===== src/rtl/wrp_shff_ingress_pkg.sv =====
// Shared shuffle-wrapper definitions: data width, FIFO entry layout and
// the helper that packs an ingress beat into a FIFO entry.
package wrp_shff_ingress_pkg;

    localparam int DAT_W   = 64;
    localparam int ENT_W   = DAT_W + 2;
    localparam int SOF_BIT = 64;
    localparam int EOF_BIT = 65;

    typedef logic [ENT_W-1:0] ent_t;

    function automatic ent_t pack_ent(input logic [DAT_W-1:0] dat,
                                      input logic             sof,
                                      input logic             eof);
        return {eof, sof, dat};
    endfunction

endpackage


===== src/rtl/wrp_shff_ingress_fifo.sv =====
// Skid FIFO for the ingress stage: distributed-RAM storage plus a
// registered head stage, so an entry becomes poppable the cycle after it lands.
module wrp_shff_ingress_fifo
    import wrp_shff_ingress_pkg::*;
#(
    parameter int DEPTH_LOG2 = 4
) (
    input  logic                  clk,
    input  logic                  srst,
    input  logic                  we,
    input  ent_t                  wd,
    input  logic                  re,
    output ent_t                  rd,
    output logic                  empty,
    output logic [DEPTH_LOG2:0]   count
);

    localparam int DEPTH = 1 << DEPTH_LOG2;
    localparam int PTR_W = DEPTH_LOG2;
    localparam int CNT_W = DEPTH_LOG2 + 1;
    localparam logic [CNT_W-1:0] CNT_FULL = CNT_W'(DEPTH);

    ent_t              mem [DEPTH];
    logic [PTR_W-1:0]  wr_ptr;
    logic [PTR_W-1:0]  rd_ptr;
    logic [CNT_W-1:0]  mem_cnt;
    logic              out_vld;
    logic              load;

    // Refill the head register whenever it is free or being popped this edge.
    assign load  = (mem_cnt != '0) && (!out_vld || re);
    assign empty = !out_vld;
    assign count = mem_cnt + CNT_W'(out_vld);

    always_ff @(posedge clk) begin
        if (we) begin
            mem[wr_ptr] <= wd;
        end
    end

    always_ff @(posedge clk) begin
        if (load) begin
            rd <= mem[rd_ptr];
        end
    end

    always_ff @(posedge clk) begin
        if (srst) begin
            wr_ptr  <= '0;
            rd_ptr  <= '0;
            mem_cnt <= '0;
            out_vld <= 1'b0;
        end else begin
            if (we) begin
                wr_ptr <= wr_ptr + PTR_W'(1);
            end
            if (load) begin
                rd_ptr <= rd_ptr + PTR_W'(1);
            end
            case ({we, load})
                2'b10:   mem_cnt <= mem_cnt + CNT_W'(1);
                2'b01:   mem_cnt <= mem_cnt - CNT_W'(1);
                default: mem_cnt <= mem_cnt;
            endcase
            if (load) begin
                out_vld <= 1'b1;
            end else if (re) begin
                out_vld <= 1'b0;
            end
        end
    end

    a_no_overflow: assert property (@(posedge clk) disable iff (srst)
        !(we && !load && mem_cnt == CNT_FULL));

    a_no_underflow: assert property (@(posedge clk) disable iff (srst)
        !(re && !out_vld));

endmodule


===== src/rtl/wrp_shff_ingress.sv =====
// AIE-facing ingress stage: buffers the AXI4-Stream in a skid FIFO, drives
// the shuffle network vld/dat interface and tracks frame alignment.
module wrp_shff_ingress
    import wrp_shff_ingress_pkg::*;
#(
    parameter int DEPTH_LOG2 = 4,
    parameter int FRAME_LEN  = 1024,
    parameter int CNT_W      = 16
) (
    input  logic              clk,
    input  logic              srst_i,
    input  logic              axi_tvld,
    input  logic [DAT_W-1:0]  axi_tdat,
    input  logic              axi_tlast,
    output logic              axi_trdy,
    input  logic              rdy_i,
    output logic              vld_o,
    output logic [DAT_W-1:0]  dat_o,
    output logic              sof_o,
    output logic              err_o,
    output logic [CNT_W-1:0]  frm_cnt_o
);

    localparam int OCC_W = DEPTH_LOG2 + 1;
    localparam int IN_W  = (FRAME_LEN > 1) ? $clog2(FRAME_LEN) : 1;
    // Two slots of headroom: trdy is registered, so one more beat can land
    // after the FIFO decides it is nearly full.
    localparam logic [OCC_W-1:0] TRDY_LIM  = OCC_W'((1 << DEPTH_LOG2) - 2);
    localparam logic [IN_W-1:0]  LAST_BEAT = IN_W'(FRAME_LEN - 1);

    logic              srst;
    logic              push;
    logic              pop;
    logic              fifo_empty;
    logic              last_beat;
    logic              sof_bit;
    logic              eof_bit;
    logic [OCC_W-1:0]  occ;
    logic [OCC_W-1:0]  occ_next;
    logic [IN_W-1:0]   in_cnt;
    ent_t              wr_ent;
    ent_t              head;

    always_ff @(posedge clk) begin
        srst <= srst_i;
    end

    assign push      = axi_tvld & axi_trdy;
    assign pop       = ~fifo_empty & rdy_i;
    assign last_beat = (in_cnt == LAST_BEAT);
    assign sof_bit   = (in_cnt == '0);
    assign eof_bit   = last_beat | axi_tlast;
    assign wr_ent    = pack_ent(axi_tdat, sof_bit, eof_bit);
    assign occ_next  = occ + OCC_W'(push) - OCC_W'(pop);

    wrp_shff_ingress_fifo #(
        .DEPTH_LOG2 (DEPTH_LOG2)
    ) u_fifo (
        .clk   (clk),
        .srst  (srst),
        .we    (push),
        .wd    (wr_ent),
        .re    (pop),
        .rd    (head),
        .empty (fifo_empty),
        .count (occ)
    );

    always_ff @(posedge clk) begin
        if (srst) begin
            axi_trdy  <= 1'b0;
            vld_o     <= 1'b0;
            dat_o     <= '0;
            sof_o     <= 1'b0;
            err_o     <= 1'b0;
            frm_cnt_o <= '0;
            in_cnt    <= '0;
        end else begin
            axi_trdy <= (occ_next < TRDY_LIM);
            vld_o    <= pop;
            sof_o    <= pop & head[SOF_BIT];
            if (pop) begin
                dat_o <= head[DAT_W-1:0];
                if (head[EOF_BIT]) begin
                    frm_cnt_o <= frm_cnt_o + CNT_W'(1);
                end
            end
            // Any tlast/beat-count disagreement is sticky; tlast also resyncs.
            if (push) begin
                in_cnt <= eof_bit ? '0 : in_cnt + IN_W'(1);
                if (axi_tlast != last_beat) begin
                    err_o <= 1'b1;
                end
            end
        end
    end

endmodule

===== config.mk =====
export PLATFORM = sky130hd
export DESIGN_NAME = wrp_shff_ingress
export DESIGN_NICKNAME = d
export VERILOG_FILES = /design/src/rtl/wrp_shff_ingress_pkg.sv /design/src/rtl/wrp_shff_ingress_fifo.sv /design/src/rtl/wrp_shff_ingress.sv
export SDC_FILE = /design/constraint.sdc
export NUM_CORES = 1
export LEC_CHECK = 0
export ABC_AREA = 0
export CAP_MARGIN = 40
export CORE_ASPECT_RATIO = 1.4
export CORE_UTILIZATION = 45
export CTS_BUF_LIST = sky130_fd_sc_hd__clkbuf_8
export DETAILED_ROUTE_END_ITERATION = 7
export PLACE_DENSITY_LB_ADDON = 0.2
export RECOVER_POWER = 50
export SYNTH_ARGS = -nofsm -noshare
export SYNTH_HDL_FRONTEND = slang
export SYNTH_HIERARCHICAL = 1
export SYNTH_SLANG_ARGS = --single-unit

===== constraint.sdc =====
create_clock -name clk -period 6.3 [get_ports clk]
set_input_delay 1.26 -clock clk [delete_from_list [all_inputs] [get_ports clk]]
set_output_delay 1.26 -clock clk [all_outputs]
set_load 0.05 [all_outputs]

Yosys cells after proc, flatten, opt, wreduce, memory -nomap -nowiden
Memories as Yosys holds them, arrays and structs flattened. A register that Yosys moved wholly into a read port is not among the register bits.
Cells that the tools add are included.
Storage, ports and cells
  register bits after elaboration: 109
  bits in latches: 0
  RAM bits: 1056
  ROM bits: 0
  bits of input ports: 69
  output and inout port bits: 84
  memories kept: 1
Operators by class
  add/subtract/negate cells: 9
  multipliers: 0
  div/mod/pow operators: 0
  magnitude comparators: 1
  eq/ne operators: 4
  shift-type cells: 0
  mux-type cells: 6
  bitwise operators: 4
  reductions and logical operators: 9
Memories
  u_fifo.mem: words 16, bits a word 66, read ports 1, clocked after memory_dff 1, write ports 1, RTL line wrp_shff_ingress_fifo.sv:23  | ent_t mem [DEPTH];
Operators by type and width (number)
  16-bit by 1-bit adder with 16-bit output, second input constant: 1
  10-bit by 1-bit adder with 10-bit output, second input constant: 1
  5-bit by 1-bit adder with 5-bit output: 2
  10-bit == test, second input constant: 1
  10-bit zero test: 1
  10-bit 2-to-1 mux: 1
  5-bit one-hot mux with 2 select lines: 1
  4-bit by 1-bit adder with 4-bit output, second input constant: 2
  5-bit by 1-bit adder with 5-bit output, second input constant: 1
  5-bit by 4-bit less-than comparator with 1-bit output, second input constant: 1
  5-bit nonzero test: 1
  5-bit by 1-bit subtractor with 5-bit output: 1
  5-bit by 1-bit subtractor with 5-bit output, second input constant: 1
  1-bit 2-to-1 mux: 4
  2-bit AND reduction: 2
  2-bit nonzero test: 2
  1-bit AND: 3
  2-bit by 1-bit == test with 1-bit output, second input constant: 1
  2-bit == test, second input constant: 1
  1-bit logical AND: 1
  1-bit zero test: 1
  1-bit logical OR: 1
  1-bit != test: 1
  1-bit OR: 1

Depth between registers and ports, before layout
Gate-level depths: netlist of the first run.
  word-level depth: 5
  mapped depth: 15

Cells and area by module
Netlist of the first run, hierarchy kept.
By module, submodules not included
  wrp_shff_ingress_fifo: times used 1, cells each 2079, area each 43270.2 um2, sequential area each 33972.6 um2
  wrp_shff_ingress: times used 1, cells each 448, area each 3713.6 um2, sequential area each 1901.8 um2

Worst setup path after synthesis of the first run
Ideal clock, no wire load.
  path type: in2reg
  start point: input rdy_i
  end point: register u_fifo.mem_cnt[4]
  library setup time: 121 ps
  arrival: 5734 ps
  required time: 6179 ps
  slack: 445 ps
  cell stages on the path: 14
  cells stage by stage: nand2b_4 -> inv_2 -> buf_4 -> clkbuf_1 -> nor2b_1 -> a21oi_2 -> ha_1 -> buf_2 -> xor2_1 -> ha_1 -> or4bb_1 -> a21oi_1 -> o21ai_1 -> mux2_2
On the way
  longest elaborated chain between the ends: 5
  elaborated cells between the ends (all ways): 7
Ends and longest elaborated chain
  start: declaration: RTL line wrp_shff_ingress.sv:16  | input logic rdy_i,
  1-bit AND *: RTL line wrp_shff_ingress.sv:49  | assign pop = ~fifo_empty & rdy_i;
  named net pop: RTL line wrp_shff_ingress.sv:33  | logic pop;
  1-bit logical OR *: RTL line wrp_shff_ingress_fifo.sv:31  | assign load = (mem_cnt != '0) && (!out_vld || re);
  1-bit logical AND *: RTL line wrp_shff_ingress_fifo.sv:31
  named net u_fifo.load: RTL line wrp_shff_ingress_fifo.sv:28  | logic load;
  2-bit by 1-bit == test with 1-bit output / 2-bit == test (equally long branches): RTL line wrp_shff_ingress_fifo.sv:60  | case ({we, load})
  5-bit one-hot mux with 2 select lines / 2-bit nonzero test (equally long branches)
  end signal: assignment: RTL line wrp_shff_ingress_fifo.sv:61  | 2'b10: mem_cnt <= mem_cnt + CNT_W'(1);
  end signal: assignment: RTL line wrp_shff_ingress_fifo.sv:62  | 2'b01: mem_cnt <= mem_cnt - CNT_W'(1);
  end signal: assignment: RTL line wrp_shff_ingress_fifo.sv:63  | default: mem_cnt <= mem_cnt;
  end: declaration: RTL line wrp_shff_ingress_fifo.sv:26  | logic [CNT_W-1:0] mem_cnt;
Mark *: on every way through the listed nets, which the timed path passes. The rest lies on a longest branch.
A chain may end at the register's enable or synchronous reset.

Worst setup path after layout of the first run
  start point: input rdy_i
  end point: register u_fifo.rd_ptr[1]
On the way
  longest elaborated chain between the ends: 3
Ends and longest elaborated chain
  1-bit AND: RTL line wrp_shff_ingress.sv:49
  1-bit logical OR: RTL line wrp_shff_ingress_fifo.sv:31
  1-bit logical AND: RTL line wrp_shff_ingress_fifo.sv:31
  named net u_fifo.load: RTL line wrp_shff_ingress_fifo.sv:28
  end signal: assignment: RTL line wrp_shff_ingress_fifo.sv:58  | rd_ptr <= rd_ptr + PTR_W'(1);
  end: declaration: RTL line wrp_shff_ingress_fifo.sv:25  | logic [PTR_W-1:0] rd_ptr;
The timed path passes the listed nets, and every way through them passes these cells.

==> results of run 1 <==
## routing by layer
layer  track usage  vias up
met5             0        -
met4       0.06957        8
met3       0.03827      194
met2        0.3619      813
met1        0.2748    12810
li1              -    10720
## cells in the mapped netlist (4+ instances only)
master / number / area, µm²
edfxtp_1: 1122 / 33690
mux2i_1: 267 / 2673
nand2_1: 209 / 784.5
mux4_2: 132 / 2973
a221oi_1: 131 / 1147
dfxtp_1: 109 / 2182
a21oi_1: 78 / 390.4
clkbuf_1: 70 / 262.8
a22oi_1: 66 / 495.5
o21ai_0: 55 / 275.3
nor2_1: 38 / 142.6
buf_4: 21 / 157.7
buf_2: 20 / 100.1
and2_1: 18 / 112.6
o21ai_1: 18 / 90.09
xnor2_1: 18 / 157.7
xor2_1: 18 / 157.7
buf_6: 17 / 191.4
ha_1: 17 / 212.7
inv_1: 15 / 56.30
nand3_1: 13 / 65.06
nand4_1: 6 / 37.54
buf_8: 5 / 75.07
nor2b_1: 5 / 31.28
or3_1: 5 / 31.28
clkbuf_4: 4 / 30.03
nand3b_1: 4 / 30.03
## flip-flops by register name (all words and copies together) (netlist names), 4 cells and up
name,cells
u_fifo/rd,66
u_fifo/rd_ptr,4
u_fifo/mem_cnt,5
dat_o,64
frm_cnt_o,16
u_fifo/mem,1056
in_cnt,10
u_fifo/wr_ptr,4
## final cells by class
type | instances | area [µm²]
antenna | 3 | 7.507
tap | 1339 | 1675
clock inverter | 138 | 718.2
fill | 8321 | 49490
timing repair buffer | 219 | 2217
inverter | 18 | 68.82
clock buffer | 195 | 2684
sequential | 1231 | 35890
multi-input combinational | 1136 | 10210
## worst register-to-register path, delay by kind of cell, from the launching register on
family / cells / cell delay, ns
buffers and inverters: 3 / 2.83
flip-flops: 1 / 0.54
multiplexers: 1 / 0.24
AND/OR/NAND/NOR: 2 / 0.23
AO/OA/AOI/OAI: 1 / 0.18
## power by group through the flow
| stage | registers [W] | clock network, W | logic [W] |
|---|---|---|---|
| after global routing | 0.00982 | 0.00653 | 0.00380 |
| final | 0.00977 | 0.00605 | 0.00354 |
| after global placement | 0.00997 | 0 | 0.00346 |
| after floorplan | 0.0100 | 0 | 0.00244 |
| after CTS | 0.00977 | 0.00621 | 0.00362 |
| after detailed placement | 0.00994 | 0 | 0.00361 |
## logic make-up after synthesis
logic type      Yosys count  share of synthesized area
fa+ha+maj                18                   0.004953
mux                     401                     0.1206
simple gates            322                    0.03121
xor+xnor                 36                   0.006711
buf+inv                 160                    0.01992
compound gates          359                    0.05302
flops                  1231                     0.7635
## stage by stage
| step | cells | utilization |
|---|---|---|
| floorplan | 2527 | - |
| global placement | 3932 | 0.4842 |
| detailed placement | 3943 | 0.4869 |
| CTS | 4276 | 0.5200 |
| global route | 4278 | 0.5193 |
| finish | 4279 | 0.5193 |
## final timing paths
path / end / from / slack, ns
worst max-delay path: u_fifo/rd_ptr[1]$_SDFFE_PP0P_ / rdy_i / 1.70
worst min-delay path: dat_o[13]$_SDFFE_PP0P_ / dat_o[13]$_SDFFE_PP0P_ / 0.45
worst max register to register: u_fifo/rd_ptr[1]$_SDFFE_PP0P_ / u_fifo/mem_cnt[2]$_SDFFE_PP0P_ / 2.16
worst min register to register: dat_o[13]$_SDFFE_PP0P_ / dat_o[13]$_SDFFE_PP0P_ / 0.45
==> results_dict.tcl, run 1 <==
set metrics [dict create \
    status "complete, but fails checks" \
    violations "design-rule violations, max-capacitance violations, max-slew violations" \
    post_cts_buffers 0 \
    synth_area_per_cell_um2 18.59 \
    p_per_area_nw_per_um2 362.0 \
    ioPinCount 153 \
    final_nets 2876 \
    swShare 0.2765 \
    antenna_found_initial 15 \
    hold_viol 0 \
    slew_violations 163 \
    hold_buffers 0 \
    fmax_mhz 217.6 \
    cp.depth 10 \
    num_rows 139 \
    start_kind "input pin" \
    via_per_inst 5.736 \
    clock_latency_ns 0.89 \
    final_common_cell "edfxtp_1" \
    grt_pass1_vias 25670 \
    slew_headroom -0.6417 \
    syn2layout_area_growth_pct 13.81 \
    final_cell_mix "1122 x edfxtp_1, 267 x mux2i_1, 210 x nand2_1" \
    p_int_w 0.01400 \
    synth_edf_count 1122 \
    drtIter0Drc 1825 \
    ys_ff_latch 1231 \
    synthFlopType "edfxtp_1" \
    postLayoutSetupSlackWorst_ns 1.705 \
    maxCapViolCount 6 \
    cts_resized 0 \
    tns_ns 0 \
    overflow 0 \
    yosysWarnings 6 \
    cts_tree "done" \
    wl_met1_um 44990 \
    setup_viol 0 \
    firstDrtPassIters 8 \
    cp.arrival_ns 5.34 \
    routed.top_layer "met5" \
    combPwrFrac 0.183 \
    holdWs_ns 0.4516 \
    wl_met2_um 56710 \
    fin_crit_sh 0.7294 \
    clk_pin_slew_ns 0.06 \
    p_total_w 0.01936 \
    hold_class "flip-flop to flip-flop" \
    root_buffer "clkbuf_8" \
    rsz0062_at_grt "false" \
    skew_ns 0.04800 \
    drt_wl_total_um 110200 \
    crit_slowest_cell "clkbuf_1" \
    final_cell_area_um2 53470 \
    crit_family "buffers and inverters" \
    cp_cell_sequence "dlygate4sd3_1 > nand2b_2 > clkinvlp_2 > nor2b_1 > a21oi_4 > clkbuf_1 > clkbuf_1 > buf_16 > mux2i_1 > nor2_1" \
    die_h_um 384.3 \
    async_flop_share 0 \
    syn_inst 2527 \
    cp-end-kind "flip-flop" \
    clock_sinks 1231 \
    io_buffers 152 \
    htreeDepth 4 \
    crit_required_ns 7.05 \
    dpl_cell_area_um2 50130 \
    power_frac_seq 0.505 \
    crit_top_cell "clkbuf_1" \
    grt_usage 0.2126 \
    synth_nets 2614 \
    grt_pass1_wl_um 163900 \
    ir_drop_mv 0.2786 \
    grt_max_degree 100 \
    wl_per_cell_um 25.76 \
    period_needed_ns 4.595 \
    start_util 0.4563 \
    ff2ff_path_depth 7 \
    drive_above_1_share 0.1553 \
    syn_area_um2 46980 \
    vias 24540 \
    tightest_slew_ns 2.463 \
    place_ws_ns 2.032 \
    core_um2 103000 \
    clock_path_buffers 3 \
    clkPwrFrac 0.312 \
    hold_depth 2 \
    dp_hpwl_um 61780 \
    cp_max_fo 30 \
    die-area_um2 105700 \
    finalWeightedCongestion 0.7990 \
    cp_slowest_stage_delay_ns 1.24 \
    yosysSeqAreaShare 0.7635 \
    switching_power_w 0.005351 \
    numCtsBuffers 183 \
    p_leak_nw 17.15 \
    crit_type "input pin to flip-flop" \
    antenna_left 0 \
    critical_path_buf_inv_count 5 \
    die_w_um 275.1 \
    route.met3.wl_um 6076 \
    drc 16 \
    synth_cell_types 56 \
]
No activity file was read; power rests on OpenSTA's default activity.
==> run 2, diff against run 1 <==
==> constraint.sdc (replaced) <==
create_clock -name clk -period 4 [get_ports clk]
set_input_delay 0.8 -clock clk [delete_from_list [all_inputs] [get_ports clk]]
set_output_delay 0.8 -clock clk [all_outputs]
set_load 0.05 [all_outputs]
==> results_dict.tcl, run 2 (synthesis results as in run 1) <==
set metrics [dict create \
    status "complete, but fails checks" \
    violations "design-rule violations, max-capacitance violations, max-slew violations" \
    cp_cell_sequence "clkdlybuf4s50_1 > nand2_1 > inv_1 > clkbuf_1 > nand2_1 > nor2_1 > and2_2 > clkbuf_2" \
    grt_pass1_wl_um 161500 \
    clock_sinks 1231 \
    final_cell_mix "1122 x edfxtp_1, 267 x mux2i_1, 209 x nand2_1" \
    hold_viol 0 \
    cts_tree "done" \
    fin_cells 4290 \
    drive_above_1_share 0.1642 \
    cp_slowest_stage_delay_ns 1.08 \
    ioPinCount 153 \
    final_common_cell "edfxtp_1" \
    drtIter0Drc 1793 \
    start_util 0.4563 \
    syn2layout_area_growth_pct 14.67 \
    die_h_um 384.3 \
    clkPwrFrac 0.314 \
    io_buffers 152 \
    ir_drop_mv 0.4355 \
    cp_max_fo 38 \
    largest_reg_flops 1056 \
    root_buffer "clkbuf_8" \
    via_per_inst 5.666 \
    clk_pin_slew_ns 0.07 \
    switching_power_w 0.008540 \
    start_kind "input pin" \
    combPwrFrac 0.188 \
    grt_pass1_vias 25490 \
    overflow 0 \
    multi_input_area_um2 10220 \
    core_um2 103000 \
    period_needed_ns 3.357 \
    num_rows 139 \
    critical_path_buf_inv_count 4 \
    final_nets 2881 \
    cp.arrival_ns 3.82 \
    vias 24310 \
    tightest_slew_ns 1.732 \
    crit_slowest_cell "clkbuf_2" \
    drt_wl_total_um 108500 \
    slew_headroom -0.1548 \
    htreeDepth 4 \
    crit_family "buffers and inverters" \
    crit_top_cell "nand2_1" \
    cts_resized 0 \
    largest-register "u_fifo/mem" \
    antenna_left 0 \
    maxCapViolCount 2 \
    hold_buffers 0 \
    layout.area.seq_um2 35890 \
    clock_latency_ns 0.88 \
    grt_max_degree 135 \
    holdWs_ns 0.4492 \
    finalWeightedCongestion 0.7869 \
    fin_crit_sh 0.8393 \
    cp-end-kind "flip-flop" \
    rsz0062_at_grt "false" \
    drc 20 \
    die-area_um2 105700 \
    power_frac_seq 0.499 \
    swShare 0.2780 \
    p_int_w 0.02218 \
    firstDrtPassIters 8 \
    p_leak_nw 17.20 \
    grt_usage 0.2091 \
    dp.cells 3947 \
    clock_path_buffers 3 \
    numCtsBuffers 184 \
    crit_required_ns 4.46 \
    hold_class "flip-flop to flip-flop" \
    fillers 8277 \
    slew_violations 65 \
    wl_per_cell_um 25.30 \
    crit_type "input pin to flip-flop" \
    post_cts_buffers 0 \
    skew_ns 0.04169 \
    fmax_mhz 297.9 \
    die_w_um 275.1 \
    antenna_found_initial 12 \
    dp_hpwl_um 61960 \
    reg_top3 "u_fifo/mem: 1056 flops, u_fifo/rd: 66 flops, dat_o: 64 flops" \
    setup_viol 0 \
    p_per_area_nw_per_um2 570.1 \
]
==> run 2: changes by cell type in the layout (fill, tap and decap cells not counted), sizes merged <==
cell and change:
buf +3, clkinvlp +5, clkinv +25, clkbuf +5
inv -27, clkdlybuf4s50 +2, dlygate4sd3 -2
==> run 2: final timing paths <==
| check | from | slack, ns | endpoint | depth (start not counted) |
|---|---|---|---|---|
| setup / recovery | axi_tvld | 0.64 | u_fifo/mem[7][21]$_DFFE_PP_ | 8 |
| hold / removal | u_fifo/rd[64]$_DFFE_PP_ | 0.45 | sof_o$_SDFF_PP0_ | 1 |
| hold reg to reg | u_fifo/rd[64]$_DFFE_PP_ | 0.45 | sof_o$_SDFF_PP0_ | 1 |
| setup reg to reg | axi_trdy$_SDFF_PP0_ | 0.70 | u_fifo/mem[7][21]$_DFFE_PP_ | 7 |
==> run 2: stage by stage <==
| stage | area (µm²) | worst slack [ns] | util | TNS, ns | total power (W) |
|---|---|---|---|---|---|
| after floorplan | 47020 | -0.2164 | - | -0.2164 | 0.01967 |
| after global placement | 50370 | 0.6190 | 0.4893 | 0 | 0.02135 |
| after detailed placement | 50500 | 0.5976 | 0.4905 | 0 | 0.02145 |
| after CTS | 53970 | 0.8755 | 0.5242 | 0 | 0.03110 |
| after global routing | 53870 | 0.4730 | 0.5232 | 0 | 0.03196 |
| final | 53880 | 0.6428 | 0.5233 | 0 | 0.03072 |
==> run 2: power groups by stage <==
stage               sequential (W)  combinational, W  clock, W
floorplan                   0.0158           0.00387         0
global placement            0.0156           0.00578         0
detailed placement          0.0156           0.00588         0
CTS                         0.0153           0.00589   0.00990
global route                0.0154           0.00617    0.0104
finish                      0.0153           0.00576   0.00963
==> run 2: area by class of cell <==
| class | instances | share of cell area |
|---|---|---|
| multi-input combinational | 1136 | 0.1896 |
| tap | 1339 | 0.03110 |
| inverter | 18 | 0.001324 |
| antenna | 3 | 0.0001393 |
| timing repair buffer | 223 | 0.04728 |
| clock buffer | 199 | 0.05084 |
| sequential | 1231 | 0.6662 |
| clock inverter | 141 | 0.01352 |
==> run 2: routing by layer <==
metal	wire length, µm	up-vias	track usage
met2	55970	767	0.3598
met4	2685	8	0.07182
met1	43940	12590	0.2634
met3	5908	195	0.04008
met5	47	-	0
li1	-	10750	-
